### src/rtl/regfile_wb_if.sv
// Write-back bus between the ALU/load requesters, decode hazard check and the register-file write port.
// The slave modport is the arbiter side; the master modport is the requester/decode side.
interface regfile_wb_if #(
   parameter int DATA_W = 16,
   parameter int ADDR_W = 3
);
   logic              alu_req;
   logic [ADDR_W-1:0] alu_addr;
   logic [DATA_W-1:0] alu_data;
   logic              alu_ready;
   logic              mem_req;
   logic [ADDR_W-1:0] mem_addr;
   logic [DATA_W-1:0] mem_data;
   logic              mem_ready;
   logic [ADDR_W-1:0] rdReg_addr1;
   logic [ADDR_W-1:0] rdReg_addr2;
   logic              sig_regWrite;
   logic [ADDR_W-1:0] wrReg_addr;
   logic [DATA_W-1:0] wr_data;
   logic              rd_hazard;
   logic              busy;

   modport master (
      output alu_req, alu_addr, alu_data, mem_req, mem_addr, mem_data, rdReg_addr1, rdReg_addr2,
      input  alu_ready, mem_ready, sig_regWrite, wrReg_addr, wr_data, rd_hazard, busy
   );

   modport slave (
      input  alu_req, alu_addr, alu_data, mem_req, mem_addr, mem_data, rdReg_addr1, rdReg_addr2,
      output alu_ready, mem_ready, sig_regWrite, wrReg_addr, wr_data, rd_hazard, busy
   );
endinterface

### src/rtl/regfile_wb_arbiter.sv
// Two write-back FIFOs (ALU, MEM) drained one entry per cycle into a registered register-file write port.
// Define WB_RR_EN for round-robin arbitration; otherwise MEM has fixed priority over ALU.
module regfile_wb_arbiter #(
   parameter int DATA_W     = 16,
   parameter int ADDR_W     = 3,
   parameter int FIFO_DEPTH = 2
) (
   input  logic         clk,
   input  logic         rst,
   regfile_wb_if.slave  wb
);
   localparam int PTR_W = $clog2(FIFO_DEPTH);
   localparam int CNT_W = PTR_W + 1;
   localparam int ALU   = 0;
   localparam int MEM   = 1;

   typedef enum logic {S_IDLE, S_WRITE} state_t;

   state_t            r_state, w_state_next;
   logic [1:0]        w_req, w_push, w_pop, w_nonempty, w_full, w_fifo_hazard;
   logic [ADDR_W-1:0] w_in_addr   [2];
   logic [DATA_W-1:0] w_in_data   [2];
   logic [ADDR_W-1:0] w_head_addr [2];
   logic [DATA_W-1:0] w_head_data [2];
   logic              w_grant_mem;
   logic [ADDR_W-1:0] r_wr_addr;
   logic [DATA_W-1:0] r_wr_data;
   logic              w_out_hazard;

   assign w_req           = {wb.mem_req, wb.alu_req};
   assign w_in_addr[ALU]  = wb.alu_addr;
   assign w_in_addr[MEM]  = wb.mem_addr;
   assign w_in_data[ALU]  = wb.alu_data;
   assign w_in_data[MEM]  = wb.mem_data;

   genvar gi;
   generate
      for (gi = 0; gi < 2; gi++) begin : g_fifo
         logic [ADDR_W-1:0] r_addr_mem [FIFO_DEPTH];
         logic [DATA_W-1:0] r_data_mem [FIFO_DEPTH];
         logic [PTR_W-1:0]  r_wptr, r_rptr;
         logic [CNT_W-1:0]  r_count;
         logic [PTR_W-1:0]  w_off;
         logic              w_hz;

         assign w_full[gi]      = (r_count == CNT_W'(FIFO_DEPTH));
         assign w_nonempty[gi]  = (r_count != '0);
         assign w_push[gi]      = w_req[gi] && !w_full[gi];
         assign w_head_addr[gi] = r_addr_mem[r_rptr];
         assign w_head_data[gi] = r_data_mem[r_rptr];
         assign w_fifo_hazard[gi] = w_hz;

         always_ff @(posedge clk or posedge rst) begin
            if (rst) begin
               r_wptr  <= '0;
               r_rptr  <= '0;
               r_count <= '0;
            end else begin
               if (w_push[gi]) r_wptr <= r_wptr + PTR_W'(1);
               if (w_pop[gi])  r_rptr <= r_rptr + PTR_W'(1);
               case ({w_push[gi], w_pop[gi]})
                  2'b10:   r_count <= r_count + CNT_W'(1);
                  2'b01:   r_count <= r_count - CNT_W'(1);
                  default: r_count <= r_count;
               endcase
            end
         end

         always_ff @(posedge clk) begin
            if (w_push[gi]) begin
               r_addr_mem[r_wptr] <= w_in_addr[gi];
               r_data_mem[r_wptr] <= w_in_data[gi];
            end
         end

         // A slot holds a live entry when its distance from the read pointer is below the count.
         always_comb begin
            w_hz  = 1'b0;
            w_off = '0;
            for (int j = 0; j < FIFO_DEPTH; j++) begin
               w_off = PTR_W'(j) - r_rptr;
               if ((CNT_W'(w_off) < r_count) &&
                   ((r_addr_mem[j] == wb.rdReg_addr1) || (r_addr_mem[j] == wb.rdReg_addr2)))
                  w_hz = 1'b1;
            end
         end
      end
   endgenerate

`ifdef WB_RR_EN
   logic r_last_mem;

   always_ff @(posedge clk or posedge rst) begin
      if (rst)              r_last_mem <= 1'b1;
      else if (|w_nonempty) r_last_mem <= w_grant_mem;
   end
`endif

   always_comb begin
      w_state_next = S_IDLE;
      w_grant_mem  = 1'b0;
      w_pop        = '0;
      if (|w_nonempty) begin
         w_state_next = S_WRITE;
`ifdef WB_RR_EN
         if (&w_nonempty) w_grant_mem = !r_last_mem;
         else             w_grant_mem = w_nonempty[MEM];
`else
         w_grant_mem = w_nonempty[MEM];
`endif
         w_pop[MEM] = w_grant_mem;
         w_pop[ALU] = !w_grant_mem;
      end
   end

   always_ff @(posedge clk or posedge rst) begin
      if (rst) begin
         r_state   <= S_IDLE;
         r_wr_addr <= '0;
         r_wr_data <= '0;
      end else begin
         r_state <= w_state_next;
         if (|w_nonempty) begin
            r_wr_addr <= w_grant_mem ? w_head_addr[MEM] : w_head_addr[ALU];
            r_wr_data <= w_grant_mem ? w_head_data[MEM] : w_head_data[ALU];
         end
      end
   end

   assign w_out_hazard    = (r_state == S_WRITE) &&
                            ((r_wr_addr == wb.rdReg_addr1) || (r_wr_addr == wb.rdReg_addr2));
   assign wb.alu_ready    = !w_full[ALU];
   assign wb.mem_ready    = !w_full[MEM];
   assign wb.sig_regWrite = (r_state == S_WRITE);
   assign wb.wrReg_addr   = r_wr_addr;
   assign wb.wr_data      = r_wr_data;
   assign wb.rd_hazard    = (|w_fifo_hazard) || w_out_hazard;
   assign wb.busy         = (|w_nonempty) || (r_state == S_WRITE);
endmodule

### src/flat_wrapper.sv
// flat-port wrapper written by rule: the top's interface ports become plain ports
module regfile_wb_arbiter_flat 
#(
   parameter int DATA_W     = 16,
   parameter int ADDR_W     = 3,
   parameter int FIFO_DEPTH = 2
)
  (clk, rst, wb_alu_req, wb_alu_addr, wb_alu_data, wb_mem_req, wb_mem_addr, wb_mem_data, wb_rdReg_addr1, wb_rdReg_addr2, wb_alu_ready, wb_mem_ready, wb_sig_regWrite, wb_wrReg_addr, wb_wr_data, wb_rd_hazard, wb_busy);
  regfile_wb_if #(.DATA_W(DATA_W), .ADDR_W(ADDR_W)) wb_i ();
  input  logic clk;
  input  logic rst;
  input wire logic [$bits(wb_i.alu_req)-1:0] wb_alu_req;
  input wire logic [$bits(wb_i.alu_addr)-1:0] wb_alu_addr;
  input wire logic [$bits(wb_i.alu_data)-1:0] wb_alu_data;
  input wire logic [$bits(wb_i.mem_req)-1:0] wb_mem_req;
  input wire logic [$bits(wb_i.mem_addr)-1:0] wb_mem_addr;
  input wire logic [$bits(wb_i.mem_data)-1:0] wb_mem_data;
  input wire logic [$bits(wb_i.rdReg_addr1)-1:0] wb_rdReg_addr1;
  input wire logic [$bits(wb_i.rdReg_addr2)-1:0] wb_rdReg_addr2;
  output wire logic [$bits(wb_i.alu_ready)-1:0] wb_alu_ready;
  output wire logic [$bits(wb_i.mem_ready)-1:0] wb_mem_ready;
  output wire logic [$bits(wb_i.sig_regWrite)-1:0] wb_sig_regWrite;
  output wire logic [$bits(wb_i.wrReg_addr)-1:0] wb_wrReg_addr;
  output wire logic [$bits(wb_i.wr_data)-1:0] wb_wr_data;
  output wire logic [$bits(wb_i.rd_hazard)-1:0] wb_rd_hazard;
  output wire logic [$bits(wb_i.busy)-1:0] wb_busy;
  assign wb_i.alu_req = wb_alu_req;
  assign wb_i.alu_addr = wb_alu_addr;
  assign wb_i.alu_data = wb_alu_data;
  assign wb_i.mem_req = wb_mem_req;
  assign wb_i.mem_addr = wb_mem_addr;
  assign wb_i.mem_data = wb_mem_data;
  assign wb_i.rdReg_addr1 = wb_rdReg_addr1;
  assign wb_i.rdReg_addr2 = wb_rdReg_addr2;
  assign wb_alu_ready = wb_i.alu_ready;
  assign wb_mem_ready = wb_i.mem_ready;
  assign wb_sig_regWrite = wb_i.sig_regWrite;
  assign wb_wrReg_addr = wb_i.wrReg_addr;
  assign wb_wr_data = wb_i.wr_data;
  assign wb_rd_hazard = wb_i.rd_hazard;
  assign wb_busy = wb_i.busy;
  regfile_wb_arbiter #(.DATA_W(DATA_W), .ADDR_W(ADDR_W), .FIFO_DEPTH(FIFO_DEPTH)) u_core (.clk(clk), .rst(rst), .wb(wb_i));
endmodule
### config.mk
export PLATFORM = sky130hd
export DESIGN_NAME = regfile_wb_arbiter_flat
export DESIGN_NICKNAME = d
export VERILOG_FILES = /design/src/rtl/regfile_wb_if.sv /design/src/rtl/regfile_wb_arbiter.sv /design/src/flat_wrapper.sv
export SDC_FILE = /design/constraint.sdc
export NUM_CORES = 1
export LEC_CHECK = 0
export ABC_CLOCK_PERIOD_IN_PS = 2150
export CORE_MARGIN = 2
export CORE_UTILIZATION = 45
export DETAILED_ROUTE_END_ITERATION = 16
export PLACE_DENSITY = 0.75
export SLEW_MARGIN = 20
export SYNTH_ARGS = -nofsm -noshare
export SYNTH_HDL_FRONTEND = slang
export SYNTH_SLANG_ARGS = --single-unit
### constraint.sdc
create_clock -name clk -period 2.15 [get_ports clk]
set_input_delay 0.3225 -clock clk [delete_from_list [all_inputs] [get_ports clk]]
set_output_delay 0.3225 -clock clk [all_outputs]
set_load 0.05 [all_outputs]
==> summary.txt, run 1 <==
Status
  – Outcome: complete, but fails checks
  – Violations in the final reports: negative setup slack

Drt
  – DRC Markers: 0
  – Length of the first detailed-routing pass in iterations: 4
  – Wirelength, routed: 9040 µm
  – Post-detailed-route via-to-cell ratio: a little over 5
  – Post-route ant nets: 0
  – Number of vias in the routed layout: 2559
  – Number of DRC markers after the initial detailed-route iteration: 153
  – Drt wl/cell: 17.9 µm

Timing
  – Hold Fails Final Rpt: 0
  – Fmax: 457 MHz
  – Setup violations, final: 1
  – Remaining max-slew budget at the tightest pin: 0.628
  – Min cycle time layout: 2.19 ns
  – Unrepaired setup endpoints after global routing: yes
  – Final Max Tran Viols: 0
  – Ratio of final minimum period to clock period: 1.02
  – Final critical-path setup slack: -0.0384 ns
  – Slew of the pin with the lowest slew margin: 0.556 ns
  – Aggregate negative setup slack: -0.0384 ns
  – Maximum clock skew at final layout: about 0.014 ns

Synthesis
  – Synth unique cells: 30
  – Seq/Total Area, Yosys: 0.689
  – Synthesized instance count: 283
  – Number of synthesized flops with an enable pin: 76
  – FFs w/ async S/R, synth: 0.269
  – Cell accounting for the most synthesized area: sky130_fd_sc_hd__edfxtp_1
  – Proportion of netlist area held by the largest area contributor: 0.527
  – Mapped cell area: 4330 µm²
  – Total of warnings raised by yosys: 0
  – Most frequently used cell type in the post-synthesis netlist: sky130_fd_sc_hd__edfxtp_1
  – Largest cells by area after synthesis: sky130_fd_sc_hd__edfxtp_1, sky130_fd_sc_hd__dfrtp_1, sky130_fd_sc_hd__mux2i_1, sky130_fd_sc_hd__xnor2_1, sky130_fd_sc_hd__o221ai_1
  – Commonest cells in the netlist: sky130_fd_sc_hd__edfxtp_1, sky130_fd_sc_hd__mux2i_1, sky130_fd_sc_hd__dfrtp_1
  – Post-Syn Area per Cell: 15.3 µm²
  – Synth Flop Type: sky130_fd_sc_hd__edfxtp_1
  – Synthesized netlist net count: ~330
  – Number of storage elements in the synthesis netlist: 104

Pwr
  – Worst vdd rail ir drop: between 0.0006 and 0.0007 V
  – Total power density per cell area: 1450 nW/µm²
  – Leakage dissipation: between 2 and 2.5 nW

GRT
  – Antenna violations before repair: 0
  – Via count of the first global-routing pass: about 2700
  – Global router's overall resource usage: 0.182
  – Maximum number of pins on one net before global-route repair: 29
  – Total congestion overflow after global routing: 0
  – Wire length of the first global-routing pass: approximately 14000 µm

CTS
  – Count of H-tree levels built during CTS: 3
  – Clock buffer count from CTS: 9
  – Buffer depth of the longest clock path: 2
  – CTS root buffer: sky130_fd_sc_hd__clkbuf_8
  – Clock-pin transition on the worst setup and hold timing paths: 0.10 ns
  – CTS tree: done
  – Clk Latency, worst-skew pair: 0.36 ns
  – Clock sink count: 104

Setup path
  – CP required: about 1.8 ns
  – Startpoint type of the worst setup path: register
  – Worst-path cell chain: xor2_1 -> nor3_1 -> a31oi_1 -> o221ai_1 -> or3_1 -> buf_6
  – Data arrival time at the worst-slack endpoint: 1.87 ns
  – Worst path max stage delay: 0.49 ns
  – Crit-path max FO: 3
  – Setup crit end kind: primary output
  – Critical path class: reg -> out
  – Buffering stage count on the worst path with inverters included: 1
  – FF-to-FF Start: u_core.g_fifo[1].r_count[0]$_DFFE_PP0P_
  – Standard cell with the maximum stage delay on the critical path: sky130_fd_sc_hd__edfxtp_1
  – CP top delay family: flip-flops
  – Origin of the worst setup path: u_core.g_fifo[0].r_addr_mem[1][0]$_DFFE_PP_

Floorplanning
  – Core region area: 9280 µm²
  – Overall die width: 102 µm
  – Row cnt: 35
  – Area enclosed by the die boundary: 10400 µm²
  – Initial Utilization: 0.466
  – Total I/O pin count: 72
  – Die boundary height: 102 µm

Finish
  – Proportion of layout cells with a drive suffix above 1: 0.133
  – Final instance area: 5480 µm²
  – Ant. Diodes: 0
  – Final Non-Filler Cells: 504
  – Layout Area Growth over Synthesis: 26.5%
  – Number of filler instances in the final layout: 761
  – Fin nets: 420

Placed design
  – Cell area after placement: 5250 µm²
  – Pre-CTS WS: -0.195 ns
  – Global placement routability congestion: between 0.8 and 0.9
  – Number of port buffers: 71
  – Count of placed standard cells including taps: 487
  – Half-perimeter wire length after placement: 6410 µm

Flow run
  – Number of maximum-capacitance constraint violations: 0

Worst hold path
  – Worst hold path type: in -> async
report_power, final:
part           total [W]  internal [W]  switching [W]
logic            0.00341       0.00134        0.00207
clock network    0.00130      0.000662       0.000636
registers        0.00324       0.00283       0.000407
routing by layer:
layer,up-vias,wire (µm),share of wire,GRT usage
met3,10,260,0.029,0.0308
li1,1215,-,-,-
met2,55,4880,0.54,0.332
met4,0,117,0.013,0.0615
met1,1279,3790,0.42,0.219
met5,-,0,0,0
logic make-up after synthesis:
logic type      count (synthesis)  synth area share
mux                            38            0.0879
compound gates                 32            0.0567
simple gates                   44            0.0506
fa+ha+maj                       2           0.00578
xor+xnor                       40            0.0810
flops                         104             0.689
buf+inv                        23            0.0286
worst reg2reg max path, stage by stage (launching register included):
cell and delay [ns]:
sky130_fd_sc_hd__dfrtp_1 0.40, sky130_fd_sc_hd__buf_4 0.18, sky130_fd_sc_hd__nor2_8 0.23, sky130_fd_sc_hd__inv_2 0.09, sky130_fd_sc_hd__nor3_4 0.15, sky130_fd_sc_hd__buf_4 0.29
sky130_fd_sc_hd__nand2_1 0.11, sky130_fd_sc_hd__o221ai_1 0.08
path summary, 6_finish.rpt:
path                                                           endpoint  slack, ns  cells after the start
worst min register to register        u_core.wb.wr_data[12]$_DFFE_PP0P_       0.51                      2
max in group asynchronous       u_core.g_fifo[0].r_count[0]$_DFFE_PP0P_       1.53                      3
worst min-delay path                  u_core.wb.wr_data[12]$_DFFE_PP0P_       0.32                      3
worst max-delay path                                       wb_rd_hazard      -0.04                      6
worst max register to register         u_core.wb.wr_data[4]$_DFFE_PP0P_       0.54                      7
min in group clk                      u_core.wb.wr_data[12]$_DFFE_PP0P_       0.51                      2
final cells by class:
type                            count  area [µm²]  share of cell area
Timing Repair Buffer               94         871               0.159
Sequential cell                   104        2980               0.545
Tap cell                          129         161              0.0295
Multi-Input combinational cell    156        1230               0.224
Inverter                            5        18.8             0.00343
Clock inverter                      4        76.3              0.0139
Clock buffer                       12         135              0.0247
metrics by stage:
step                       util  total power [W]  hold slack [ns]
after floorplan               -          0.00553            0.388
after global placement    0.566          0.00661            0.481
after detailed placement  0.566          0.00670            0.490
after CTS                 0.590          0.00802            0.321
after global routing      0.590          0.00834            0.366
final                     0.590          0.00794            0.318
state kept, by name (all words and copies together), names as in the netlist:
signal,flops
u_core.g_fifo.r_addr_mem,12
u_core.g_fifo.r_count,4
u_core.g_fifo.r_data_mem,64
u_core.g_fifo.r_rptr,2
u_core.g_fifo.r_wptr,2
u_core.wb.sig_regWrite,1
u_core.wb.wrReg_addr,3
u_core.wb.wr_data,16
layout by cell type (no fill, tap or decap), types with 4 or more instances in the layout:
master,count
sky130_fd_sc_hd__xor2_1,18
sky130_fd_sc_hd__clkdlybuf4s50_1,62
sky130_fd_sc_hd__o21ai_0,4
sky130_fd_sc_hd__dlygate4sd2_1,5
sky130_fd_sc_hd__o221ai_1,18
sky130_fd_sc_hd__nor2_1,4
sky130_fd_sc_hd__xnor2_1,22
sky130_fd_sc_hd__dfrtp_1,27
sky130_fd_sc_hd__buf_4,26
sky130_fd_sc_hd__edfxtp_1,76
sky130_fd_sc_hd__mux2i_1,38
sky130_fd_sc_hd__nand2_1,24
sky130_fd_sc_hd__nor3_1,4
sky130_fd_sc_hd__clkbuf_8,9
what timing repair did:
action,CTS,global route
endpoints found under the setup margin,1,1
pin swaps,3,0
hold buffers,0,0
gates resized for setup,8,0
setup buffers,1,0
cloned,0,0
Power figures use the tool's default switching activity.
==> inputs of run 2 (changes only) <==
--- a/config.mk
+++ b/config.mk
@@ -6,10 +6,13 @@
 export NUM_CORES = 1
 export LEC_CHECK = 0
 export ABC_CLOCK_PERIOD_IN_PS = 2150
+export CELL_PAD_IN_SITES_DETAIL_PLACEMENT = 0
+export CELL_PAD_IN_SITES_GLOBAL_PLACEMENT = 2
 export CORE_MARGIN = 2
-export CORE_UTILIZATION = 45
+export CORE_UTILIZATION = 37
 export DETAILED_ROUTE_END_ITERATION = 16
-export PLACE_DENSITY = 0.75
+export PLACE_DENSITY = 0.84
+export SETUP_SLACK_MARGIN = 0.05
 export SLEW_MARGIN = 20
 export SYNTH_ARGS = -nofsm -noshare
 export SYNTH_HDL_FRONTEND = slang
==> summary.txt, run 2 (synthesized netlist as in run 1, its figures left out) <==
Status
  – Outcome: complete, but fails checks
  – Violations in the final reports: negative setup slack

Finish
  – Most frequent standard cell in the layout excluding fill and tap cells: sky130_fd_sc_hd__edfxtp_1
  – Ant. Diodes: 0 (unchanged)
  – Proportion of layout cells with a drive suffix above 1: 0.134 (+0.000715)
  – Number of filler instances in the final layout: 1009 (+33%)
  – Top register by number of flip-flops: u_core.g_fifo.r_data_mem
  – Final Non-Filler Cells: 516 (+2.4%)
  – Layout Area Growth over Synthesis: 28.8%
  – Max reg flops: 64 (unchanged)
  – Fin nets: 418 (-0.48%)
  – Final instance area: 5570 µm² (+1.8%)
  – Most frequent cells in the layout: sky130_fd_sc_hd__edfxtp_1, sky130_fd_sc_hd__clkdlybuf4s50_1, sky130_fd_sc_hd__mux2i_1, sky130_fd_sc_hd__dfrtp_1, sky130_fd_sc_hd__nand2_1

Placed design
  – Number of port buffers: 71 (unchanged)
  – Count of placed standard cells including taps: 500 (+2.7%)
  – Cell area after placement: 5290 µm² (+0.76%)
  – Global placement routability congestion: 0.970 (+9.5%)
  – Half-perimeter wire length after placement: 6590 µm (+2.7%)

Setup path
  – Buffering stage count on the worst path with inverters included: 1 (unchanged)
  – Worst-path cell chain: xor2_1 -> nor3_1 -> a31oi_1 -> o221ai_1 -> or3_1 -> buf_6
  – Number of logic stages on the critical path including buffering: 6 (unchanged)
  – CP top delay family: flip-flops
  – Worst path max stage delay: 0.47 ns (-0.02 ns)
  – Register-to-Register Path Depth: 4 (-3)
  – Data arrival time at the worst-slack endpoint: 1.87 ns (about the same)
  – Crit-path max FO: 3 (unchanged)
  – Critical path class: reg -> out
  – Standard cell with the maximum stage delay on the critical path: sky130_fd_sc_hd__edfxtp_1
  – CP required: 1.83 ns (about the same)
  – Startpoint type of the worst setup path: register
  – Setup crit end kind: primary output

GRT
  – Antenna violations before repair: 0 (unchanged)
  – Maximum number of pins on one net before global-route repair: 29 (unchanged)
  – Via count of the first global-routing pass: 2739 (+0.22%)
  – Wire length of the first global-routing pass: 14400 µm (+3.5%)
  – Total congestion overflow after global routing: 0 (unchanged)
  – Global router's overall resource usage: 0.152 (-0.0303)

Pwr
  – Combinational power share: 0.428 (about the same)
  – Leakage dissipation: 2.09 nW (+1.8%)
  – Sequential share of power: 0.387 (-0.021)
  – Total power density per cell area: 1480 nW/µm² (+1.9%)
  – Worst vdd rail ir drop: 0.000743 V (+23%)
  – Overall power after layout: 0.00824 W (+3.7%)
  – Int Power: 0.00500 W (+3.5%)
  – Net load switching power: 0.00324 W (+4.1%)
  – Switching part of the total power: 0.393 (+0.00123)
  – Clock share of power: 0.185 (+0.022)

Flow run
  – Number of maximum-capacitance constraint violations: 0 (unchanged)

CTS
  – CTS root buffer: sky130_fd_sc_hd__clkbuf_16
  – Clock-pin transition on the worst setup and hold timing paths: 0.07 ns (-0.03 ns)
  – Buffer depth of the longest clock path: 2 (unchanged)
  – Clk Latency, worst-skew pair: 0.33 ns (-0.03 ns)
  – CTS tree: done
  – Clock sink count: 104 (unchanged)
  – Hold-fix buffers, CTS: 0 (unchanged)
  – Count of H-tree levels built during CTS: 3 (unchanged)
  – Clock buffer count from CTS: 9 (unchanged)
  – Buffers inserted by post-CTS timing repair: 0 (-1)

Timing
  – Ratio of final minimum period to clock period: 1.02 (about the same)
  – Remaining max-slew budget at the tightest pin: 0.639 (+0.0106)
  – Hold Fails Final Rpt: 0 (unchanged)
  – Final hold slack: 0.371 ns (+0.0538 ns)
  – Fmax: 457 MHz (about the same)
  – Final Max Tran Viols: 0 (unchanged)
  – Maximum clock skew at final layout: 0.00869 ns (-0.00511 ns)
  – Unrepaired setup endpoints after global routing: yes
  – Slew of the pin with the lowest slew margin: 0.540 ns (-0.0159 ns)
  – Min cycle time layout: 2.19 ns (+0.00167 ns)
  – Setup violations, final: 1 (unchanged)
  – Final critical-path setup slack: -0.0401 ns (-0.00167 ns)
  – Aggregate negative setup slack: -0.0401 ns (-0.00167 ns)

Floorplanning
  – Core region area: 11400 µm² (+23%)
  – Row cnt: 39 (+11%)
  – Overall die width: 112 µm (+9.9%)
  – Die boundary height: 112 µm (+9.9%)
  – Total I/O pin count: 72 (unchanged)
  – Area enclosed by the die boundary: 12600 µm² (+21%)
  – Initial Utilization: 0.379 (-0.0871)

Drt
  – Post-route ant nets: 0 (unchanged)
  – Wirelength, routed: 9400 µm (+4.0%)
  – Drt wl/cell: 18.2 µm (+1.6%)
  – Number of vias in the routed layout: 2609 (+2.0%)
  – DRC Markers: 0 (unchanged)
  – Number of DRC markers after the initial detailed-route iteration: 157 (+2.6%)
  – Post-detailed-route via-to-cell ratio: 5.06 (-0.42%)
  – Length of the first detailed-routing pass in iterations: 4 (unchanged)

Worst hold path
  – Worst hold path type: in -> async
==> run 2: metrics by stage <==
stage / util / worst slack [ns]
floorplan: - / 0.0754
global placement: 0.464 / -0.135
detailed placement: 0.464 / -0.203
CTS: 0.488 / -0.0722
global route: 0.488 / -0.142
finish: 0.488 / -0.0401
==> run 2: cell type report <==
cell class | count | area (µm²) | area share
Sequential cell | 104 | 2980 | 0.535
Multi-Input combinational cell | 156 | 1230 | 0.221
Timing Repair Buffer | 92 | 880 | 0.158
Clock buffer | 9 | 225 | 0.0404
Tap cell | 143 | 179 | 0.0321
Clock inverter | 7 | 55.1 | 0.00988
Inverter | 5 | 18.8 | 0.00337
==> run 2: path summary, 6_finish.rpt <==
kind	startpoint	to	slack [ns]
max	u_core.g_fifo[0].r_addr_mem[1][0]$_DFFE_PP_	wb_rd_hazard	-0.04
min	rst	u_core.g_fifo[1].r_wptr$_DFFE_PP0P_	0.37
max reg2reg	u_core.g_fifo[0].r_count[1]$_DFFE_PP0P_	u_core.g_fifo[0].r_data_mem[0][12]$_DFFE_PP_	0.50
min reg2reg	u_core.wb.wr_data[7]$_DFFE_PP0P_	u_core.wb.wr_data[7]$_DFFE_PP0P_	0.50
max in group asynchronous	rst	u_core.g_fifo[0].r_rptr$_DFFE_PP0P_	1.47
min in group clk	u_core.wb.wr_data[7]$_DFFE_PP0P_	u_core.wb.wr_data[7]$_DFFE_PP0P_	0.50
==> run 2: power groups by stage <==
stage / Sequential (W) / Combinational (W) / Clock, W
floorplan: 0.00378 / 0.00176 / 0
global placement: 0.00321 / 0.00347 / 0
detailed placement: 0.00323 / 0.00354 / 0
CTS: 0.00319 / 0.00356 / 0.00155
global route: 0.00326 / 0.00376 / 0.00164
finish: 0.00319 / 0.00353 / 0.00152
==> run 2: layer usage <==
metal / track usage / vias up / part of all wire
met5: 0 / - / 0
met4: 0.0545 / 0 / 0.015
met3: 0.0205 / 10 / 0.047
met2: 0.273 / 73 / 0.52
met1: 0.188 / 1313 / 0.42
li1: - / 1213 / -
==> run 2: repair_timing <==
| action | 4_1_cts | 5_1_grt |
|---|---|---|
| pin swaps | 1 | 0 |
| setup endpoints to repair | 1 | 1 |
| gates resized for setup | 7 | 1 |
==> run 2: worst register-to-register path, delay by kind of cell (launching register included) <==
family,cells,cell delay (ns)
AND/OR/NAND/NOR,3,0.65
buffers and inverters,1,0.19
flip-flops,1,0.52
